===== config.mk =====
export PLATFORM = sky130hd
export DESIGN_NAME = icache_flat
export DESIGN_NICKNAME = d
export VERILOG_FILES = /design/src/rtl/icache_if.sv /design/src/rtl/icache.sv /design/src/flat_wrapper.sv
export SDC_FILE = /design/constraint.sdc
export NUM_CORES = 2
export LEC_CHECK = 0
export ABC_CLOCK_PERIOD_IN_PS = 5750
export BUFFER_PORTS_ARGS = -buffer_cell sky130_fd_sc_hd__buf_2
export CAP_MARGIN = 10
export CORE_MARGIN = 2
export CORE_UTILIZATION = 34
export DETAILED_ROUTE_END_ITERATION = 6
export PLACE_DENSITY = 0.52
export SLEW_MARGIN = 30
export SYNTH_ARGS = -nofsm -noshare
export SYNTH_HDL_FRONTEND = slang
export SYNTH_SLANG_ARGS = --single-unit

===== constraint.sdc =====
create_clock -name clk -period 5.75 [get_ports clk]
set_input_delay 0.2875 -clock clk [delete_from_list [all_inputs] [get_ports clk]]
set_output_delay 0.2875 -clock clk [all_outputs]
set_load 0.02 [all_outputs]

===== src/rtl/icache_if.sv =====
// Fetcher-side and memory-side signal bundle for icache.
// The hit/miss counters exist only when ICACHE_STATS_EN is defined.
interface icache_if;
  logic        in_fetch_ena;
  logic [31:0] in_fetch_addr;
  logic        in_flush;
  logic        out_busy;
  logic        out_fetch_ok;
  logic [31:0] out_fetch_data;
  logic        in_mem_busy;
  logic        out_mem_ena;
  logic [31:0] out_mem_addr;
  logic        in_mem_ok;
  logic [31:0] in_mem_data;
`ifdef ICACHE_STATS_EN
  logic [31:0] out_hit_cnt;
  logic [31:0] out_miss_cnt;

  modport slave (
    input  in_fetch_ena, in_fetch_addr, in_flush, in_mem_busy, in_mem_ok, in_mem_data,
    output out_busy, out_fetch_ok, out_fetch_data, out_mem_ena, out_mem_addr,
    output out_hit_cnt, out_miss_cnt
  );
  modport master (
    output in_fetch_ena, in_fetch_addr, in_flush, in_mem_busy, in_mem_ok, in_mem_data,
    input  out_busy, out_fetch_ok, out_fetch_data, out_mem_ena, out_mem_addr,
    input  out_hit_cnt, out_miss_cnt
  );
`else
  modport slave (
    input  in_fetch_ena, in_fetch_addr, in_flush, in_mem_busy, in_mem_ok, in_mem_data,
    output out_busy, out_fetch_ok, out_fetch_data, out_mem_ena, out_mem_addr
  );
  modport master (
    output in_fetch_ena, in_fetch_addr, in_flush, in_mem_busy, in_mem_ok, in_mem_data,
    input  out_busy, out_fetch_ok, out_fetch_data, out_mem_ena, out_mem_addr
  );
`endif
endinterface


===== src/rtl/icache.sv =====
// Direct-mapped, one-word-per-line instruction cache between fetcher and memory.
// Optional hit/miss counters are enabled with ICACHE_STATS_EN.
module icache #(
  parameter int unsigned INDEX_BITS = 6
) (
  input logic     clk,
  input logic     rst,
  icache_if.slave bus
);
  localparam int unsigned LINES = 1 << INDEX_BITS;
  localparam int unsigned TAG_W = 30 - INDEX_BITS;

  typedef enum logic [1:0] {IDLE = 2'd0, MISS_REQ = 2'd1, MISS_WAIT = 2'd2} state_t;

  state_t                state_q, state_d;
  logic [LINES-1:0]      valid_q;
  logic [TAG_W-1:0]      tag_q  [LINES];
  logic [31:0]           data_q [LINES];
  logic [29:0]           addr_q, addr_d;   // word address of the miss in flight
  logic                  kill_q, kill_d;
  logic                  busy_q, fetch_ok_q, fetch_ok_d, mem_ena_q, mem_ena_d, fill;
  logic [31:0]           fetch_data_q, fetch_data_d, mem_addr_q, mem_addr_d;
  logic [INDEX_BITS-1:0] fetch_idx, fill_idx;
  logic [TAG_W-1:0]      fetch_tag;
  logic                  hit, unused_bits;

  assign fetch_idx   = bus.in_fetch_addr[INDEX_BITS+1:2];
  assign fetch_tag   = bus.in_fetch_addr[31:INDEX_BITS+2];
  assign fill_idx    = addr_q[INDEX_BITS-1:0];
  assign hit         = valid_q[fetch_idx] && (tag_q[fetch_idx] == fetch_tag);
  assign unused_bits = ^bus.in_fetch_addr[1:0];

  // Next-state and registered-output values
  always_comb begin
    state_d      = state_q;
    addr_d       = addr_q;
    kill_d       = kill_q;
    fetch_ok_d   = 1'b0;
    fetch_data_d = fetch_data_q;
    mem_ena_d    = 1'b0;
    mem_addr_d   = mem_addr_q;
    fill         = 1'b0;
    case (state_q)
      IDLE: begin
        if (!bus.in_flush && bus.in_fetch_ena) begin
          if (hit) begin
            fetch_ok_d   = 1'b1;
            fetch_data_d = data_q[fetch_idx];
          end else begin
            addr_d  = bus.in_fetch_addr[31:2];
            kill_d  = 1'b0;
            state_d = MISS_REQ;
          end
        end
      end
      MISS_REQ: begin
        if (bus.in_flush) begin
          state_d = IDLE;
        end else if (!bus.in_mem_busy) begin
          mem_ena_d  = 1'b1;
          mem_addr_d = {addr_q, 2'b00};
          state_d    = MISS_WAIT;
        end
      end
      MISS_WAIT: begin
        if (bus.in_flush) kill_d = 1'b1;
        // Memory cannot abort, so a killed miss still fills the line
        if (bus.in_mem_ok) begin
          fill    = 1'b1;
          state_d = IDLE;
          if (!(kill_q || bus.in_flush)) begin
            fetch_ok_d   = 1'b1;
            fetch_data_d = bus.in_mem_data;
          end
        end
      end
      default: state_d = IDLE;
    endcase
  end

  always_ff @(posedge clk) begin
    if (rst) begin
      state_q      <= IDLE;
      valid_q      <= '0;
      addr_q       <= '0;
      kill_q       <= 1'b0;
      busy_q       <= 1'b0;
      fetch_ok_q   <= 1'b0;
      fetch_data_q <= '0;
      mem_ena_q    <= 1'b0;
      mem_addr_q   <= '0;
    end else begin
      state_q      <= state_d;
      addr_q       <= addr_d;
      kill_q       <= kill_d;
      busy_q       <= (state_d != IDLE);
      fetch_ok_q   <= fetch_ok_d;
      fetch_data_q <= fetch_data_d;
      mem_ena_q    <= mem_ena_d;
      mem_addr_q   <= mem_addr_d;
      if (fill) valid_q[fill_idx] <= 1'b1;
    end
  end

  // Tag/data storage needs no reset; valid bits gate it
  always_ff @(posedge clk) begin
    if (!rst && fill) begin
      tag_q[fill_idx]  <= addr_q[29:INDEX_BITS];
      data_q[fill_idx] <= bus.in_mem_data;
    end
  end

  assign bus.out_busy       = busy_q;
  assign bus.out_fetch_ok   = fetch_ok_q;
  assign bus.out_fetch_data = fetch_data_q;
  assign bus.out_mem_ena    = mem_ena_q;
  assign bus.out_mem_addr   = mem_addr_q;

`ifdef ICACHE_STATS_EN
  logic [31:0] hit_cnt_q, miss_cnt_q;
  logic        accept;

  assign accept = (state_q == IDLE) && !bus.in_flush && bus.in_fetch_ena;

  always_ff @(posedge clk) begin
    if (rst) begin
      hit_cnt_q  <= '0;
      miss_cnt_q <= '0;
    end else begin
      if (accept && hit)  hit_cnt_q  <= hit_cnt_q + 32'd1;
      if (accept && !hit) miss_cnt_q <= miss_cnt_q + 32'd1;
    end
  end

  assign bus.out_hit_cnt  = hit_cnt_q;
  assign bus.out_miss_cnt = miss_cnt_q;
`endif
endmodule


===== src/flat_wrapper.sv =====
// flat-port wrapper written by rule: the top's interface ports become plain ports
module icache_flat 
#(
  parameter int unsigned INDEX_BITS = 6
)
  (clk, rst, bus_in_fetch_ena, bus_in_fetch_addr, bus_in_flush, bus_in_mem_busy, bus_in_mem_ok, bus_in_mem_data, bus_out_busy, bus_out_fetch_ok, bus_out_fetch_data, bus_out_mem_ena, bus_out_mem_addr);
  icache_if bus_i ();
  input logic clk;
  input logic rst;
  input wire logic [$bits(bus_i.in_fetch_ena)-1:0] bus_in_fetch_ena;
  input wire logic [$bits(bus_i.in_fetch_addr)-1:0] bus_in_fetch_addr;
  input wire logic [$bits(bus_i.in_flush)-1:0] bus_in_flush;
  input wire logic [$bits(bus_i.in_mem_busy)-1:0] bus_in_mem_busy;
  input wire logic [$bits(bus_i.in_mem_ok)-1:0] bus_in_mem_ok;
  input wire logic [$bits(bus_i.in_mem_data)-1:0] bus_in_mem_data;
  output wire logic [$bits(bus_i.out_busy)-1:0] bus_out_busy;
  output wire logic [$bits(bus_i.out_fetch_ok)-1:0] bus_out_fetch_ok;
  output wire logic [$bits(bus_i.out_fetch_data)-1:0] bus_out_fetch_data;
  output wire logic [$bits(bus_i.out_mem_ena)-1:0] bus_out_mem_ena;
  output wire logic [$bits(bus_i.out_mem_addr)-1:0] bus_out_mem_addr;
  assign bus_i.in_fetch_ena = bus_in_fetch_ena;
  assign bus_i.in_fetch_addr = bus_in_fetch_addr;
  assign bus_i.in_flush = bus_in_flush;
  assign bus_i.in_mem_busy = bus_in_mem_busy;
  assign bus_i.in_mem_ok = bus_in_mem_ok;
  assign bus_i.in_mem_data = bus_in_mem_data;
  assign bus_out_busy = bus_i.out_busy;
  assign bus_out_fetch_ok = bus_i.out_fetch_ok;
  assign bus_out_fetch_data = bus_i.out_fetch_data;
  assign bus_out_mem_ena = bus_i.out_mem_ena;
  assign bus_out_mem_addr = bus_i.out_mem_addr;
  icache #(.INDEX_BITS(INDEX_BITS)) u_core (.clk(clk), .rst(rst), .bus(bus_i));
endmodule

==> qor.yml <==
run_status:
  run_status: "complete, no violations"
global_routing:
  grt_usage_pct: 20.65
  antenna_found_initial: 31
  grt_max_degree: 135
  grt_pass1_wl_um: 611100
  grt_pass1_vias: 72420
  overflow: 0
setup_path:
  cp_max_fo: 21
  startpoint_type: "flop"
  arrival_ps: 5850
  crit_end: "u_core.state_q[0]"
  reg2reg_to: "u_core.state_q[0]"
  regToRegSetupSlack_ps: 690
  cp-startpoint: "u_core.tag_q[55][6]"
  timing.rr.start: "u_core.tag_q[55][6]"
  critPathKind: "flop to flop"
  r2r_cells: 12
  setup.worst_path.end_class: "flop"
  required_ps: 6550
logic_synthesis:
  synth_edf_count: 3584
  syn_area_sq_um: 143700
  syn_inst: 6462
  synth-seq-cells: 3746
  yosys_warnings: 0
  synthArstFlopShare_pct: 0
  yosysUniqueCellTypes: 77
  syn-mean-instance-area_sq_um: 22.24
  synth-main-ff-cell: "edfxtp_1"
  synth_seq_area_share_pct: 77.13
timing:
  rsz0062_at_grt: "no"
  fin_skew_ps: 72.45
  period_share_pct: 87.95
  slew_headroom_pct: 31.69
  finalHoldViolCount: 0
  setup_viol: 0
  clock.fmax_mhz: 197.7
  final.setup.tns_ps: 0
  maxSlewViolCount: 0
  max_slew.worst_pin.slew_ps: 1025
  finalCriticalPeriod_ps: 5057
pwr:
  ir_drop_v: 0.0002162
  p_leak_nw: 50.43
  power_per_cell_area_nw_per_um2: 341.6
placed_design:
  gp_routability_congestion: 0.7780
  io_buffers: 132
  place_area_sq_um: 153800
  dp_cells: 12170
  dp_hpwl_um: 236600
min_path:
  hold_path.class: "primary input to flop"
  min_path_cells: 2
layout:
  final_common_cell: "edfxtp_1"
  final_layout_size_suffix_gt1_share_pct: 29.31
  fin_nets: 7050
  finalNonFillerCells: 12940
  final_cell_mix: "3584 x edfxtp_1, 988 x mux4_2, 395 x clkbuf_16"
  area_delta_synth_final_pct: 16.06
  final_area_sq_um: 166800
  num-fill-cells: 37370
drt:
  first_iter_violations: 9708
  drc: 0
  viasPerCell: 5.620
  via_count: 72720
  drtPass1Iterations: 6
  ant_nets: 0
  wire_per_inst_um: 34.74
  drt_wl_total_um: 449500
clock_tree:
  cts_sinks: 3746
  cts.clk_slew.worst_paths_ps: 60
  clock_latency_ps: 940
  clock_path_buffers: 4
  cts_tree: "yes"
  cts_buffers: 390
  root_buffer: "clkbuf_16"
  cts_htree_levels: 5
die:
  coreArea_sq_um: 420500
  die_w_um: 654.2
  die_area_sq_um: 428000
  num_io_pins: 137
  initial_core_util_pct: 34.19
  fp.dieH_um: 654.2
  num_rows: 238
run:
  cap_violations: 0
==> routing by layer <==
| layer | routed length [um] | vias to the layer above | part of all wire (%) | track usage, % |
|---|---|---|---|---|
| met5 | 61 | - | 0.014 | 0 |
| met4 | 11030 | 10 | 2.5 | 4.881 |
| met3 | 33420 | 644 | 7.4 | 3.223 |
| met2 | 216200 | 3290 | 48 | 33.70 |
| met1 | 188700 | 40310 | 42 | 29.12 |
| li1 | - | 28460 | - | - |
==> cell type report <==
cell class	instances	area, sq um	share of cell area (%)
Antenna cell	7	17.52	0.01050
Clock buffer	495	10350	6.207
Clock inverter	208	1906	1.142
Inverter	75	291.5	0.1747
Multi-Input combinational cell	2259	31260	18.74
Sequential cell	3746	111000	66.51
Tap cell	5640	7057	4.230
Timing Repair Buffer	508	4985	2.988
==> stage by stage <==
step	total power, W	hold slack, ps	setup WS, ps	utilization, %
global placement	0.03289	439.8	395.4	36.56
CTS	0.05735	7.162	769.7	39.59
finish	0.05698	23.97	693.0	39.68
floorplan	0.03194	386.4	1408	-
global route	0.05849	49.52	486.4	39.67
detailed placement	0.03292	446.2	389.0	36.58
==> flip-flops by register name, indices dropped and copies added, names as in the netlist, 2 cells and up <==
register	count
u_core.bus.out_mem_addr	30
u_core.addr_q	30
u_core.tag_q	1536
u_core.bus.out_fetch_data	32
u_core.valid_q	64
u_core.data_q	2048
u_core.state_q	2
==> critical path, stage by stage, from the launching register on <==
cell and delay (ps):
edfxtp_1 360, mux4_2 480, mux2_2 310, a2111oi_2 550, a2bb2oi_1 160, or4_1 530, a211o_1 360, nor4_1 590
and4_1 330, buf_4 390, o32a_1 200, nor3_1 40, dlygate4sd3_1 590
==> kinds of logic (layout without fill, tap and decap cells) <==
family / Yosys count / count (layout) / synth area share, %
xor gates and xnor gates: 14 / 14 / 0.08530
DFF: 3746 / 3746 / 77.13
muxes: 1218 / 1218 / 17.09
AOI/OAI and AO/OA: 473 / 473 / 2.270
other: 1 / 9 / 0.002609
buffers and inverters: 458 / 1286 / 1.483
and+or+nand+nor: 552 / 552 / 1.938
==> cell usage after synthesis (all sizes together), types with 9 or more instances <==
library cell	number	area, sq um
nor2b	29	181.4
nor4	18	127.6
dfxtp	162	3243
nand2	159	596.8
a31oi	12	75.07
mux4	988	22250
mux2	15	168.9
inv	73	274.0
and2	16	100.1
nor2	102	382.9
or3	10	62.56
a21oi	100	500.5
buf	188	1119
mux2i	215	2152
a221oi	14	122.6
o22ai	106	663.1
edfxtp	3584	107600
and3	20	125.1
nand3	66	330.3
nor3	46	230.2
a22oi	60	450.4
a211oi	49	518.0
clkbuf	195	732.0
o21ai	59	295.3
a22o	9	78.83
nand3b	9	67.56
nand4	14	87.58
nand2b	19	118.9
==> timing repair <==
action | 4_1_cts | 5_1_grt
buffers inserted | 0 | 0
gates resized for setup | 0 | 0
endpoints found under the setup margin | 0 | 0
hold buffers | 38 | 22
endpoints found under the hold margin | 624 | 1408
==> where the power goes <==
group | internal (W) | switching (W) | total (W)
clock network | 0.0141 | 0.0105 | 0.0246
logic | 0.000981 | 0.00140 | 0.00238
registers | 0.0298 | 0.000146 | 0.0300
total | 0.0449 | 0.0121 | 0.0570
==> worst min path at each step <==
stage                                      from                           to  slack, ps
global route                 bus_in_mem_data[0]         u_core.data_q[56][0]         50
finish                       bus_in_mem_data[0]         u_core.data_q[56][0]         20
detailed placement  u_core.bus.out_mem_addr[23]  u_core.bus.out_mem_addr[23]        450
global placement    u_core.bus.out_mem_addr[28]  u_core.bus.out_mem_addr[28]        440
CTS                          bus_in_mem_data[0]         u_core.data_q[59][0]          7
floorplan                    bus_in_mem_data[0]          u_core.data_q[0][0]        390
No activity file was read; power rests on OpenSTA's default activity.
